$ cat src/rtl/multiplexing_pkg.sv
// Shared definitions for the LED multiplexing datapath: sequencer state
// encoding and the default number of multiplexed rows.
package multiplexing_pkg;

  localparam int DEFAULT_NB_MUX_ROWS = 4;

  typedef enum logic [2:0] {
    ST_IDLE,
    ST_PRELOAD,
    ST_BLANK,
    ST_LATCH,
    ST_ON
  } mux_state_e;

endpackage

$ cat src/rtl/mux_row_sequencer.sv
// Sweeps all multiplexing rows once per start: preload row 0, then per row
// blank -> latch -> lit, streaming the next row's LED words while lit.
module mux_row_sequencer
  import multiplexing_pkg::*;
#(
  parameter int  NB_LEDS_PER_GROUP = 16,
  parameter int  NB_MUX_ROWS       = DEFAULT_NB_MUX_ROWS,
  parameter int  BLANK_CYCLES      = 4,
  parameter int  MIN_ON_CYCLES     = 64,
  localparam int LED_W = (NB_LEDS_PER_GROUP > 1) ? $clog2(NB_LEDS_PER_GROUP) : 1,
  localparam int ROW_W = (NB_MUX_ROWS > 1) ? $clog2(NB_MUX_ROWS) : 1,
  localparam int ON_W  = $clog2(MIN_ON_CYCLES + 1),
  localparam int BLK_W = (BLANK_CYCLES > 1) ? $clog2(BLANK_CYCLES) : 1
) (
  input  logic                   clk,
  input  logic                   nrst,
  input  logic                   start,
  output logic [LED_W-1:0]       led,
  output logic                   led_valid,
  input  logic                   led_ready,
  output logic                   latch,
  output logic [NB_MUX_ROWS-1:0] mux_en,
  output logic                   busy,
  output logic                   sweep_done
);

  mux_state_e state_q, state_d;

  logic [LED_W-1:0]       led_q, led_d;
  logic                   led_valid_q, led_valid_d;
  logic                   latch_q, latch_d;
  logic [NB_MUX_ROWS-1:0] mux_en_q, mux_en_d;
  logic                   busy_q, busy_d;
  logic                   sweep_done_q, sweep_done_d;

  logic [ROW_W-1:0] row_q, row_d;
  logic [ON_W-1:0]  on_cnt_q, on_cnt_d;
  logic [BLK_W-1:0] blank_cnt_q, blank_cnt_d;
  logic             load_done_q, load_done_d;

  logic            xfer;
  logic            last_led;
  logic            last_row;
  logic            blank_end;
  logic            load_complete;
  logic            on_exit;
  logic [ON_W-1:0] on_cnt_inc;

  assign xfer          = led_valid_q & led_ready;
  assign last_led      = (led_q == LED_W'(NB_LEDS_PER_GROUP - 1));
  assign last_row      = (row_q == ROW_W'(NB_MUX_ROWS - 1));
  assign blank_end     = (blank_cnt_q == BLK_W'(BLANK_CYCLES - 1));
  assign on_cnt_inc    = (on_cnt_q >= ON_W'(MIN_ON_CYCLES)) ? on_cnt_q : on_cnt_q + ON_W'(1);
  // The last row has no successor to load; otherwise the final transfer may land on the exit cycle.
  assign load_complete = last_row | load_done_q | (xfer & last_led);
  assign on_exit       = (on_cnt_inc >= ON_W'(MIN_ON_CYCLES)) & load_complete;

  // NOTE: state elements use non-blocking assignments so every register samples pre-edge values.
  always_ff @(posedge clk or negedge nrst) begin
    if (!nrst) begin
      state_q <= ST_IDLE;
    end else begin
      state_q <= state_d;
    end
  end

  always_comb begin
    state_d = state_q;
    unique case (state_q)
      ST_IDLE:    if (start) state_d = ST_PRELOAD;
      ST_PRELOAD: if (xfer && last_led) state_d = ST_BLANK;
      ST_BLANK:   if (blank_end) state_d = ST_LATCH;
      ST_LATCH:   state_d = ST_ON;
      ST_ON:      if (on_exit) state_d = last_row ? ST_IDLE : ST_BLANK;
      default:    state_d = ST_IDLE;
    endcase
  end

  // Outputs are computed from the upcoming state so they can be registered without a cycle of lag.
  always_comb begin
    // NOTE: every variable gets a default here so no path can infer a latch.
    row_d       = row_q;
    on_cnt_d    = on_cnt_q;
    blank_cnt_d = blank_cnt_q;
    load_done_d = load_done_q;
    led_d       = led_q;
    led_valid_d = led_valid_q;

    if (xfer) begin
      led_d = last_led ? '0 : led_q + LED_W'(1);
      if (last_led) begin
        led_valid_d = 1'b0;
        load_done_d = 1'b1;
      end
    end

    case (state_q)
      ST_IDLE: begin
        if (start) begin
          row_d       = '0;
          led_d       = '0;
          led_valid_d = 1'b1;
          load_done_d = 1'b0;
        end
      end
      ST_BLANK: begin
        blank_cnt_d = blank_end ? '0 : blank_cnt_q + BLK_W'(1);
      end
      ST_LATCH: begin
        on_cnt_d    = '0;
        led_d       = '0;
        led_valid_d = !last_row;
        load_done_d = 1'b0;
      end
      ST_ON: begin
        on_cnt_d = on_cnt_inc;
        if (on_exit) begin
          led_valid_d = 1'b0;
          row_d       = last_row ? '0 : row_q + ROW_W'(1);
        end
      end
      default: ;
    endcase

    latch_d      = (state_d == ST_LATCH);
    mux_en_d     = (state_d == ST_ON) ? (NB_MUX_ROWS'(1) << row_d) : '0;
    busy_d       = (state_d != ST_IDLE);
    sweep_done_d = (state_q == ST_ON) && (state_d == ST_IDLE);
  end

  always_ff @(posedge clk or negedge nrst) begin
    if (!nrst) begin
      led_q        <= '0;
      led_valid_q  <= 1'b0;
      latch_q      <= 1'b0;
      mux_en_q     <= '0;
      busy_q       <= 1'b0;
      sweep_done_q <= 1'b0;
      row_q        <= '0;
      on_cnt_q     <= '0;
      blank_cnt_q  <= '0;
      load_done_q  <= 1'b0;
    end else begin
      led_q        <= led_d;
      led_valid_q  <= led_valid_d;
      latch_q      <= latch_d;
      mux_en_q     <= mux_en_d;
      busy_q       <= busy_d;
      sweep_done_q <= sweep_done_d;
      row_q        <= row_d;
      on_cnt_q     <= on_cnt_d;
      blank_cnt_q  <= blank_cnt_d;
      load_done_q  <= load_done_d;
    end
  end

  assign led        = led_q;
  assign led_valid  = led_valid_q;
  assign latch      = latch_q;
  assign mux_en     = mux_en_q;
  assign busy       = busy_q;
  assign sweep_done = sweep_done_q;

endmodule
$ cat config.mk
export PLATFORM = sky130hd
export DESIGN_NAME = mux_row_sequencer
export DESIGN_NICKNAME = d
export VERILOG_FILES = /design/src/rtl/multiplexing_pkg.sv /design/src/rtl/mux_row_sequencer.sv
export SDC_FILE = /design/constraint.sdc
export NUM_CORES = 1
export LEC_CHECK = 0
export ABC_AREA = 1
export CAP_MARGIN = 20
export CORE_MARGIN = 4
export CORE_UTILIZATION = 45
export DETAILED_ROUTE_END_ITERATION = 8
export DONT_BUFFER_PORTS = 1
export GPL_TIMING_DRIVEN = 0
export SYNTH_ARGS = -nofsm -noshare
export SYNTH_HDL_FRONTEND = slang
export SYNTH_SLANG_ARGS = --single-unit
$ cat constraint.sdc
create_clock -name clk -period 3.9 [get_ports clk]
set_input_delay 0.78 -clock clk [delete_from_list [all_inputs] [get_ports clk]]
set_output_delay 0.78 -clock clk [all_outputs]
set_load 0.1 [all_outputs]
==> run metrics <==
status=complete, no violations; # Max-Cap Violations=0; initial antenna violation count=0; first-pass iteration count of the detailed router=4; clk slew on worst S/H paths=0.15 ns; syn_nets=165; Worst Clk Skew=0.00834 ns; max incr delay on CP=1.02 ns; register bit count reported by yosys=27; f_max=0.421 GHz; non-filler cells, final=191; RR Endpoint=busy$_DFF_PN0_; R2R cell count=10; Hold WC Path Type=input port to async pin; max-slew violations=0; Buf/Inv on CP=1; H-tree depth=1; Int Pwr=0.000418 W; vias in the first global route=990; row count=19; minimum clock period=2.37 ns; Root Buffer Master=clkbuf_4; vias per inst=5.38; largest net degree at the start of global routing=28; Req. time, crit path=4.12 ns; commonest non-fill, non-tap cell in the layout=nand2_1; CTS tree=built; cell family with most CP delay=flip-flops; antenna cells=0; Worst-Margin Slew=0.988 ns; RSZ-0062 raised after global routing=no; Syn Inst Count=156; critical-path cell list=ha_1, nand2_1, nor2_2, nand2_2, nand2_4, nand2_2, nand2_2, nand2_2, inv_2, nand4_1; post_cts resized=0; net switching power=0.000427 W; Worst IR Drop VDD=0.190 mV; synthesized area per cell=8.83 um^2; total track usage=0.135; synthesized area=0.00138 mm^2; clock net sink count=27; sequential-to-total area share from yosys stat=0.490; Initial Util=0.487; P_leak=0.724 nW; GRT overflow=0; setup TNS=0 ns; combinational power share=0.170; die span in y=63.3 um; number of library cell types mapped by synthesis=24; drt total wl=2.38 mm; WL/cell=12.5 um; Hold Buf Count CTS=0; first-pass GRT wire length=4.30 mm; die area=0.00401 mm^2; PwrDens=584 mW/mm^2; Clk pwr share=0.145; Setup crit start kind=flop; worst r2r src=led[0]$_DFF_PN0_; maximum clock path buffer count=2; dpl hpwl=1.82 mm; crit path kind=flop to flop; crit-path most repeated cell=nand2_2; CTS buffer count=3; worst hold margin=0.118 ns; CP arrival=2.59 ns; fin nets=170; Yosys warnings=0; Remaining DRCs=0; Layout area overhead=5.00%; slew margin rel.=0.341; CP max stage cell=dfrtp_1; CP max FO=5; fin area=0.00145 mm^2; crit end category=flop; Flop pwr share=0.685; Hold Fails Final Rpt=0; Port Buf Inserts=0; postcts setup bufs=0; fin crit share=0.608; fin util=0.511; core area=0.00283 mm^2; most frequent cells in the layout=28 x nand2_1, 27 x dfrtp_1, 19 x inv_1; latest clock arrival within the worst-skew pair=0.33 ns; dpl cells=187; ratio of cells with drive above 1 in the final layout=0.175; Switching Share=0.505; Setup Viol. Count Final=0; GP Congestion=0.757; routed via count=1027; drt initial violations=25; Die X=63.3 um; Worst Setup SP=led[0]$_DFF_PN0_; DRT antenna net count=0; R2R setup slack=1.53 ns; I/O Pins=16; Placement Cell Area=0.00142 mm^2
worst reg2reg max path, cell delays in order (launching register included):
cell and delay (ns):
dfrtp_1 1.02, ha_1 0.34, nand2_1 0.08, nor2_2 0.17, nand2_2 0.11, nand2_4 0.14
nand2_2 0.08, nand2_2 0.08, nand2_2 0.07, inv_2 0.10, nand4_1 0.08
power by group through the flow:
stage | clock network [W] | logic [W] | registers [W]
after floorplan | 0 | 0.000122 | 0.000573
after global placement | 0 | 0.000138 | 0.000584
after detailed placement | 0 | 0.000144 | 0.000586
after CTS | 0.000129 | 0.000145 | 0.000580
after global routing | 0.000144 | 0.000166 | 0.000586
final | 0.000122 | 0.000144 | 0.000579
worst max-delay path by stage:
stage,slack (ns),cells after the start,end
floorplan,1.71,10,busy$_DFF_PN0_
global placement,1.56,10,busy$_DFF_PN0_
detailed placement,1.54,10,busy$_DFF_PN0_
CTS,1.52,10,busy$_DFF_PN0_
global route,1.39,11,mux_en[0]$_DFF_PN0_
finish,1.53,10,busy$_DFF_PN0_
state kept, by name (all words and copies together), names as in the netlist:
register     cells
busy             1
led              4
blank_cnt_q      2
sweep_done       1
state_q          3
mux_en           4
latch            1
row_q            2
on_cnt_q         7
load_done_q      1
led_valid        1
stage by stage:
stage	setup slack [ns]	total power, W
final	1.53	0.000845
after detailed placement	1.54	0.000731
after CTS	1.52	0.000854
after global placement	1.56	0.000721
after global routing	1.39	0.000896
after floorplan	1.71	0.000695
Yosys cell counts:
library cell   n  area [um^2]
nor2_2         1         6.26
inv_1         19         71.3
ha_1           5         62.6
nand2_2        8         50.1
nand3_1       13         65.1
nor3_1         1         5.00
dfrtp_1       27          676
nand2_1       28          105
a211oi_1       2         15.0
nor3_2         2         20.0
nand3_2        5         50.1
o22ai_1        1         6.26
o211ai_1       1         7.51
nand2_4        2         22.5
inv_2          2         7.51
a21oi_1        7         35.0
nor2_1        13         48.8
o21bai_4       1         18.8
or2_2          1         6.26
nand4_1        3         18.8
inv_4          1         6.26
o21ai_0       11         55.1
nor2_4         1         11.3
o21a_1         1         7.51
metal layers:
metal	GRT usage	vias up	wire length, um	share of wire
li1	-	518	-	-
met1	0.173	485	1110	0.47
met2	0.219	20	1130	0.47
met3	0.0266	4	106	0.045
met4	0.0647	0	37	0.016
met5	0	-	0	0
cells by family (layout without fill, tap and decap cells):
logic type	Yosys count	count (layout)	synth area share
AND/OR/NAND/NOR	78	78	0.297
buffers and inverters	22	26	0.0618
adder cells (fa/ha/maj)	5	5	0.0454
AO/OA/AOI/OAI	24	24	0.105
flip-flops	27	27	0.490
final cells by class:
class                           instances  area [um^2]
Inverter                               22         85.1
Clock inverter                          1         7.51
Tap cell                               31         38.8
Fill cell                             282         1380
Clock buffer                            3         22.5
Multi-Input combinational cell        107          617
Sequential cell                        27          676
Note: power is estimated with default switching activity, not from simulation.
